File: src/rtl/cnn_pkg.sv
// Shared dimensions, width helpers and state encoding for the CNN pad feeder.
package cnn_pkg;

    typedef enum logic {
        IDLE   = 1'b0,
        ACTIVE = 1'b1
    } state_t;

    function automatic int padded_dim(input int n, input int p);
        return n + 2 * p;
    endfunction

    // Number of stride-aligned K-wide windows along one padded axis.
    function automatic int out_dim(input int n, input int k, input int p, input int s);
        return (n + 2 * p - k) / s + 1;
    endfunction

    // Width able to index 0..n-1.
    function automatic int idx_w(input int n);
        return (n <= 1) ? 1 : $clog2(n);
    endfunction

    // Width able to hold 0..n, used where a bound equal to n is compared.
    function automatic int ctr_w(input int n);
        return $clog2(n + 1);
    endfunction

endpackage

File: src/rtl/cnn_pos_counter.sv
// Wrap counter over 0..pMODULO-1 with a mod-S phase, a stride-alignment flag
// and a running count of aligned positions already passed in this sweep.
module cnn_pos_counter #(
    parameter int pMODULO = 6,
    parameter int pSTRIDE = 1,
    parameter int pOFFSET = 2,
    parameter int pVAL_W  = 3,
    parameter int pIDX_W  = 2,
    parameter int pPH_W   = 1
) (
    input  logic              clk,
    input  logic              rst,
    input  logic              clear,
    input  logic              en,
    output logic [pVAL_W-1:0] value,
    output logic [pIDX_W-1:0] index,
    output logic              last,
    output logic              aligned
);

    localparam logic [pVAL_W-1:0] LAST_V   = pVAL_W'(pMODULO - 1);
    localparam logic [pVAL_W-1:0] OFF_V    = pVAL_W'(pOFFSET);
    localparam logic [pPH_W-1:0]  PH_LAST  = pPH_W'(pSTRIDE - 1);
    localparam logic [pPH_W-1:0]  PH_ALIGN = pPH_W'(pOFFSET % pSTRIDE);

    logic [pPH_W-1:0] phase;

    assign last    = (value == LAST_V);
    // phase == value mod S, so alignment to (value-OFFSET) mod S == 0 needs no divider.
    assign aligned = (value >= OFF_V) && (phase == PH_ALIGN);

    always_ff @(posedge clk or posedge rst) begin
        if (rst) begin
            value <= '0;
            phase <= '0;
            index <= '0;
        end else if (clear) begin
            value <= '0;
            phase <= '0;
            index <= '0;
        end else if (en) begin
            if (last) begin
                value <= '0;
                phase <= '0;
                index <= '0;
            end else begin
                value <= value + 1'b1;
                phase <= (phase == PH_LAST) ? '0 : phase + 1'b1;
                index <= index + pIDX_W'(aligned);
            end
        end
    end

endmodule

File: src/rtl/cnn_pad_feeder.sv
// Inserts a zero border around an unpadded raster stream, feeds the K x K line
// buffer and flags each beat that completes a stride-aligned receptive field.
module cnn_pad_feeder
    import cnn_pkg::*;
#(
    parameter int pDATA_WIDTH   = 8,
    parameter int pINPUT_WIDTH  = 640,
    parameter int pINPUT_HEIGHT = 480,
    parameter int pKERNEL_SIZE  = 3,
    parameter int pPADDING      = 1,
    parameter int pSTRIDE       = 1
) (
    input  logic                   clk,
    input  logic                   rst,
    input  logic                   start,
    input  logic                   in_valid,
    output logic                   in_ready,
    input  logic [pDATA_WIDTH-1:0] in_data,
    input  logic                   out_ready,
    output logic                   out_en,
    output logic [pDATA_WIDTH-1:0] out_data,
    output logic                   win_valid,
    output logic [idx_w(out_dim(pINPUT_HEIGHT, pKERNEL_SIZE, pPADDING, pSTRIDE))-1:0] win_row,
    output logic [idx_w(out_dim(pINPUT_WIDTH, pKERNEL_SIZE, pPADDING, pSTRIDE))-1:0]  win_col,
    output logic                   busy,
    output logic                   frame_done
);

    localparam int WP  = padded_dim(pINPUT_WIDTH, pPADDING);
    localparam int HP  = padded_dim(pINPUT_HEIGHT, pPADDING);
    localparam int WO  = out_dim(pINPUT_WIDTH, pKERNEL_SIZE, pPADDING, pSTRIDE);
    localparam int HO  = out_dim(pINPUT_HEIGHT, pKERNEL_SIZE, pPADDING, pSTRIDE);
    localparam int CW  = ctr_w(WP);
    localparam int RW  = ctr_w(HP);
    localparam int OCW = idx_w(WO);
    localparam int ORW = idx_w(HO);
    localparam int PHW = idx_w(pSTRIDE);

    state_t         state;
    state_t         next_state;
    logic [CW-1:0]  col;
    logic [RW-1:0]  row;
    logic [OCW-1:0] col_idx;
    logic [ORW-1:0] row_idx;
    logic           col_last;
    logic           row_last;
    logic           col_aligned;
    logic           row_aligned;
    logic           padded;
    logic           last_pos;
    logic           clear;

    assign padded = (int'(row) < pPADDING) || (int'(row) >= pPADDING + pINPUT_HEIGHT) ||
                    (int'(col) < pPADDING) || (int'(col) >= pPADDING + pINPUT_WIDTH);
    assign last_pos = col_last && row_last;
    assign clear    = (state == IDLE) && start;
    assign busy     = (state == ACTIVE);

    cnn_pos_counter #(
        .pMODULO(WP), .pSTRIDE(pSTRIDE), .pOFFSET(pKERNEL_SIZE - 1),
        .pVAL_W(CW), .pIDX_W(OCW), .pPH_W(PHW)
    ) u_col (
        .clk(clk), .rst(rst), .clear(clear), .en(out_en),
        .value(col), .index(col_idx), .last(col_last), .aligned(col_aligned)
    );

    cnn_pos_counter #(
        .pMODULO(HP), .pSTRIDE(pSTRIDE), .pOFFSET(pKERNEL_SIZE - 1),
        .pVAL_W(RW), .pIDX_W(ORW), .pPH_W(PHW)
    ) u_row (
        .clk(clk), .rst(rst), .clear(clear), .en(out_en && col_last),
        .value(row), .index(row_idx), .last(row_last), .aligned(row_aligned)
    );

    always_ff @(posedge clk or posedge rst) begin
        if (rst) state <= IDLE;
        else     state <= next_state;
    end

    // Handshake: a pixel transfers on in_valid && in_ready; a beat is any cycle
    // with out_en, which requires out_ready and either a border slot or a pixel.
    always_comb begin
        next_state = state;
        in_ready   = 1'b0;
        out_en     = 1'b0;
        out_data   = '0;
        case (state)
            IDLE: begin
                if (start) next_state = ACTIVE;
            end
            ACTIVE: begin
                in_ready = out_ready && !padded;
                out_en   = out_ready && (padded || in_valid);
                if (!padded) out_data = in_data;
                if (out_en && last_pos) next_state = IDLE;
            end
            default: next_state = IDLE;
        endcase
    end

    // One cycle behind the beat, lining up with the buffer's registered window.
    always_ff @(posedge clk or posedge rst) begin
        if (rst) begin
            win_valid  <= 1'b0;
            win_row    <= '0;
            win_col    <= '0;
            frame_done <= 1'b0;
        end else begin
            win_valid  <= out_en && col_aligned && row_aligned;
            frame_done <= out_en && last_pos;
            if (out_en && col_aligned && row_aligned) begin
                win_row <= row_idx;
                win_col <= col_idx;
            end
        end
    end

endmodule

File: config.mk
export PLATFORM = sky130hd
export DESIGN_NAME = cnn_pad_feeder
export DESIGN_NICKNAME = d
export VERILOG_FILES = /design/src/rtl/cnn_pkg.sv /design/src/rtl/cnn_pos_counter.sv /design/src/rtl/cnn_pad_feeder.sv
export SDC_FILE = /design/constraint.sdc
export NUM_CORES = 1
export LEC_CHECK = 0
export ABC_AREA = 0
export CELL_PAD_IN_SITES_DETAIL_PLACEMENT = 0
export CELL_PAD_IN_SITES_GLOBAL_PLACEMENT = 1
export CORE_MARGIN = 4
export CORE_UTILIZATION = 24
export CTS_BUF_LIST = sky130_fd_sc_hd__clkbuf_8
export CTS_CLUSTER_DIAMETER = 120
export DETAILED_ROUTE_END_ITERATION = 8
export PLACE_DENSITY_LB_ADDON = 0.1
export SLEW_MARGIN = 20
export SYNTH_ARGS = -nofsm -noshare
export SYNTH_HDL_FRONTEND = slang
export SYNTH_SLANG_ARGS = --single-unit
File: constraint.sdc
create_clock -name clk -period 4.5 [get_ports clk]
set_input_delay 0.9 -clock clk [delete_from_list [all_inputs] [get_ports clk]]
set_output_delay 0.9 -clock clk [all_outputs]
set_load 0.05 [all_outputs]
==> metrics.yaml <==
outcome:
  outcome: "finished, final reports clean"
cts:
  numCtsBuffers: 9
  clk_path_buf_depth: 2
  cts_post_setup_buffers_inserted: 0
  cts_tree: "done"
  cts_resized: 0
  cts_root_buffer: "clkbuf_8"
  clock-sinks: 60
  clkTransAtPathRegs_ns: 0.07
  clkLatencyLatePin_ns: 0.34
  htreeDepth: 3
  ctsHoldBuffers: 0
synth:
  synth_nets: 344
  synth-simple-area-share_pct: 21.3
  synthAdderAreaFrac_pct: 4.25
  syn_area_um2: 3240
  synth_edf_count: 0
  synth_top_family_by_area: "simple AND/OR/NAND/NOR gates"
  synth-main-ff-cell: "dfrtp_1"
  syn_inst: 320
  syn_avg_cell_area_um2: 10.1
  synth_common_cells: "60 x dfrtp_1, 32 x nand2_1, 27 x nor2_1, 27 x o21ai_0, 24 x and3_1"
  synth-seq-area-share_pct: 46.3
  synth_cell_types: 48
  yosysWarnings: 0
  synth_xor_area_share_pct: 1.08
  synth_top_area_cell: "dfrtp_1"
  yosysMostFrequentCell: "dfrtp_1"
  ys_ff_latch: 60
  synth_area_leaders: "dfrtp_1 46%, mux2_4 8.8%, and3_1 4.6%, ha_1 4.2%, o21ai_0 4.2%"
  synth_top_area_share_pct: 46.3
  synthMuxAreaShare_pct: 9.46
  async_flop_share_pct: 100
  synth-compound-area-share_pct: 12.8
finish:
  nNetsFinal: 390
  fin_util_pct: 30.2
  drive_gt1_share_pct: 11.6
  stdcell_count: 546
  diodes: 0
  fill_cells: 1410
  area_growth_syn_to_layout_pct: 23.4
route:
  drtIter0Drc: 161
  wl_per_cell_um: 15.1
  wl_um: 8270
  vias_per_cell: 4.61
  drt-pass1-iter-count: 4
  final_antenna_net_count: 0
  drc: 0
  dr_total_vias: 2518
setup_path:
  path_cells: "or4_1 -> o31ai_1 -> and4b_1 -> a21o_1 -> inv_6 -> clkdlybuf4s50_1"
  path_max_fanout: 13
  cp-end-kind: "output port"
  cp_slowest_cell: "clkdlybuf4s50_1"
  cp.arrival_ns: 3.40
  crit_buf_inv: 2
  slowest_delay_ns: 0.73
  critPathLaunchType: "flip-flop"
  critical_path_class: "reg -> out"
  reg2reg_slack_ns: 1.39
  crit_family: "simple AND/OR/NAND/NOR gates"
  required_ns: 3.60
grt:
  overflow: 0
  grt_usage_pct: 11.2
  grt_max_degree: 47
  grt_pass1_vias: 2463
  antenna_found_initial: 0
  grt_pass1_wl_um: 13700
sta:
  hold_ws_ns: 0.498
  fin_crit_ns: 4.30
  rsz0062_at_grt: "no"
  fmax_mhz: 233
  fin_tns_setup_ns: 0
  drv_slew: 0
  period_share_pct: 95.5
  finClkSkew_ns: 0.00837
  relSlewSlack_pct: 43.6
  setup_violations: 0
  tightest_slew_ns: 0.843
  hold_viol_final: 0
place:
  dp.final_hpwl_um: 5830
  dp_cells: 531
  gp_routability_congestion: 0.739
  numPortBuffers: 44
die:
  core_um2: 13200
  rows: 42
  die_area_um2: 15400
  die_height_um: 124
  pin_count: 45
  initial_core_util_pct: 24.5
  die_w_um: 124
pwr:
  p_leak_nw: 1.87
  irDropWorstVdd_v: 0.000135
  fin_total_pwr_mw: 1.57
  p_per_area_nw_per_um2: 392
worst_hold_path:
  hold_class: "reg -> reg"
run:
  max_cap_viol_count: 0
==> cell type report <==
cell class                      instances  area, µm²  share of cell area (%)
Sequential cell                        60       1500                    37.5
Clock inverter                          6       26.3                   0.657
Clock buffer                            9        124                    3.10
Multi-Input combinational cell        232       1590                    39.7
Inverter                               14       60.1                    1.50
Timing Repair Buffer                   49        478                    12.0
Tap cell                              176        220                    5.51
==> routing by layer <==
layer	track usage (%)	wire length (µm)	vias to the layer above
li1	-	-	1258
met5	0	0	-
met3	2.71	385	10
met2	15.3	3390	62
met4	5.42	147	0
met1	16.3	4350	1188
==> placed cells by master, fill, tap and decap left out, types with 2 or more instances in the layout <==
cell              n
nor3_1            6
o31ai_1           4
dfrtp_1          60
nand4_1           6
clkinv_2          3
clkdlybuf4s50_1  44
buf_4             5
clkbuf_8          9
nor4_1            5
mux2_4           19
a21o_1            2
nand2_1          32
o21ai_0          27
a221o_1           3
and3_1           24
a21oi_1           4
inv_1            15
a31oi_1           4
nor2_1           27
ha_1             11
xnor2_1           3
nor2b_1           6
nand3_1          17
o41ai_1           2
or3_1             3
a22o_1            7
==> where the power goes <==
part | total, mW | switching, mW | internal, mW
clock | 0.401 | 0.213 | 0.188
combinational | 0.487 | 0.290 | 0.197
sequential | 0.681 | 0.0782 | 0.602
total | 1.57 | 0.581 | 0.987
==> flip-flops by register name (all words and copies together), names as in the netlist <==
| register | flops |
|---|---|
| u_row.value | 9 |
| win_valid | 1 |
| frame_done | 1 |
| u_col.value | 10 |
| busy | 1 |
| win_row | 9 |
| u_col.index | 10 |
| win_col | 10 |
| u_row.index | 9 |
==> worst register-to-register path, delay by kind of cell (launching register included) <==
family | cells | cell delay [ns]
mux | 1 | 0.36
flops | 1 | 0.45
buf+inv | 1 | 0.08
compound gates | 2 | 0.74
simple gates | 3 | 1.37
==> cell families (layout without fill, tap and decap cells) <==
| logic type | Yosys count | count (layout) |
|---|---|---|
| AO/OA/AOI/OAI | 62 | 62 |
| adder cells (fa/ha/maj) | 11 | 11 |
| AND/OR/NAND/NOR | 134 | 134 |
| flip-flops | 60 | 60 |
| buffers and inverters | 28 | 78 |
| multiplexers | 21 | 21 |
| XOR/XNOR | 4 | 4 |
==> per-stage QoR <==
stage	worst slack [ns]	cell area, µm²
6_report	0.201	4000
5_1_grt	0.0676	4000
4_1_cts	0.165	4000
3_5_place_dp	0.557	3850
3_3_place_gp	0.596	3850
2_1_floorplan	1.61	3240
==> path summary, 6_finish.rpt <==
| path | from | end | depth (start not counted) |
|---|---|---|---|
| max | u_col.value[2] | out_en | 6 |
| min | u_row.index[8] | u_row.index[8] | 1 |
| max reg2reg | u_col.value[2] | win_col[6] | 7 |
| min reg2reg | u_row.index[8] | u_row.index[8] | 1 |
| max in group asynchronous | rst | win_col[6] | 3 |
| min in group asynchronous | rst | win_row[6] | 2 |
Note: power is estimated with default switching activity, not from simulation.
==> variant: new RTL, same settings <==
Set the parameter `pINPUT_WIDTH` to 320 (it was 640).
--- a/src/rtl/cnn_pad_feeder.sv
+++ b/src/rtl/cnn_pad_feeder.sv
@@ -4,7 +4,7 @@
     import cnn_pkg::*;
 #(
     parameter int pDATA_WIDTH   = 8,
-    parameter int pINPUT_WIDTH  = 640,
+    parameter int pINPUT_WIDTH  = 320,
     parameter int pINPUT_HEIGHT = 480,
     parameter int pKERNEL_SIZE  = 3,
     parameter int pPADDING      = 1,
Ports: changed (resized win_col); port bits go from 45 to 44. The function was not compared with the original's and may differ.
==> variant against the unedited design <==
Worst hold slack worse by 0.012 ns; total power up 5.8%; final area about the same; setup slack better by 0.13 ns; clock skew up 0.0017 ns; wire length up 5.3%; first-iteration DRC count down 0.62%; sequential cell count down 3; area after synthesis up 0.15%.
==> variant: results (changes against the unedited design) <==
status=completed; CP peak stage delay=0.80 ns (+0.07 ns); Setup Skew=0.0101 ns (+0.00169 ns); post-synthesis compound-gate area fraction=0.177 (+0.0491); seq pwr=0.705 mW (+3.5%); syn nets=345 (+0.29%); Endpoint, Worst Hold=win_row[4]; sequential-to-total area share from yosys stat=0.439 (-0.0238); Post-Layout Cell Count=544 (-0.37%); Synth Area in XOR/XNOR=0.00270 (-0.00811); VDD IR max=0.117 mV (-14%); Final Instance Area=4000 sq um (about the same); DP Area=3850 sq um (about the same); Crit Reg-Reg Endpoint=u_col.value[6]; Max-slew headroom=0.505 (+0.0688); adder-cell share of the synthesized area=0.0386 (-0.00392); worst r2r src=u_col.value[4]; WHS=0.485 ns (-0.0123 ns); Fillers=1,400 (-0.71%); flop-to-flop setup slack=1.90 ns (+0.51 ns); synth top area cells=dfrtp_1, nand3_1, ha_1, mux2_2, o21ai_0; GP Congestion=0.712 (-3.7%); GRT Resource Usage Total=0.117 (+0.00516); global-route wire length before repair=14,600 um (+6.2%); DR iter-0 viols=160 (-0.62%); combinational cell power=0.549 mW (+13%); PortBufs=43 (-2.3%); layout cells sized above 1=0.114 (-0.00209); Switching Fraction=0.388 (+0.0180); list of most frequent post-synthesis cells=dfrtp_1, nand3_1, o21ai_0, inv_1; Vias=2,628 (+4.4%); pre-CTS setup slack=0.661 ns (+0.104 ns); Leak=1.68 nW (-10%); dpl hpwl=5960 um (+2.3%)
==> variant: routing by layer <==
layer | share of wire | vias up | wire [um] | global-route usage
met4 | 0.0072 | 0 | 63 | 0.0232
li1 | - | 1290 | - | -
met5 | 0 | - | 0 | 0
met2 | 0.49 | 33 | 4230 | 0.193
met1 | 0.48 | 1300 | 4150 | 0.150
met3 | 0.030 | 5 | 259 | 0.0399
==> variant: cell type report <==
| class | count | share of cell area |
|---|---|---|
| multi-input cells | 232 | 0.416 |
| flip-flops and latches | 57 | 0.356 |
| repair buffers | 49 | 0.119 |
| well taps | 176 | 0.0550 |
| clock buffers | 10 | 0.0344 |
| inverters | 17 | 0.0159 |
| clock inverters | 3 | 0.00313 |
==> variant: logic make-up (layout without fill, tap and decap cells) <==
family | after synthesis | after routing
AND/OR/NAND/NOR | 122 | 122
AO/OA/AOI/OAI | 80 | 80
flip-flops | 57 | 57
buffers and inverters | 33 | 79
multiplexers | 19 | 19
adder cells (fa/ha/maj) | 10 | 10
XOR/XNOR | 1 | 1
==> variant: worst max-delay path by stage <==
| stage | cells past startpoint | from | slack, ns | end |
|---|---|---|---|---|
| floorplan | 7 | u_col.value[1] | 1.48 | out_en |
| global placement | 9 | u_col.value[1] | 0.74 | out_data[4] |
| finish | 9 | u_col.value[1] | 0.33 | in_ready |
| global route | 9 | u_col.value[1] | 0.07 | out_data[4] |
| detailed placement | 9 | u_col.value[1] | 0.66 | in_ready |
| CTS | 9 | u_col.value[1] | 0.27 | in_ready |
==> variant: critical path: cells and delay by family (launching register included) <==
kind | cells | cell delay (ns)
fa+ha+maj | 1 | 0.19
buf+inv | 3 | 1.11
flops | 1 | 0.46
simple gates | 4 | 0.97
compound gates | 1 | 0.20
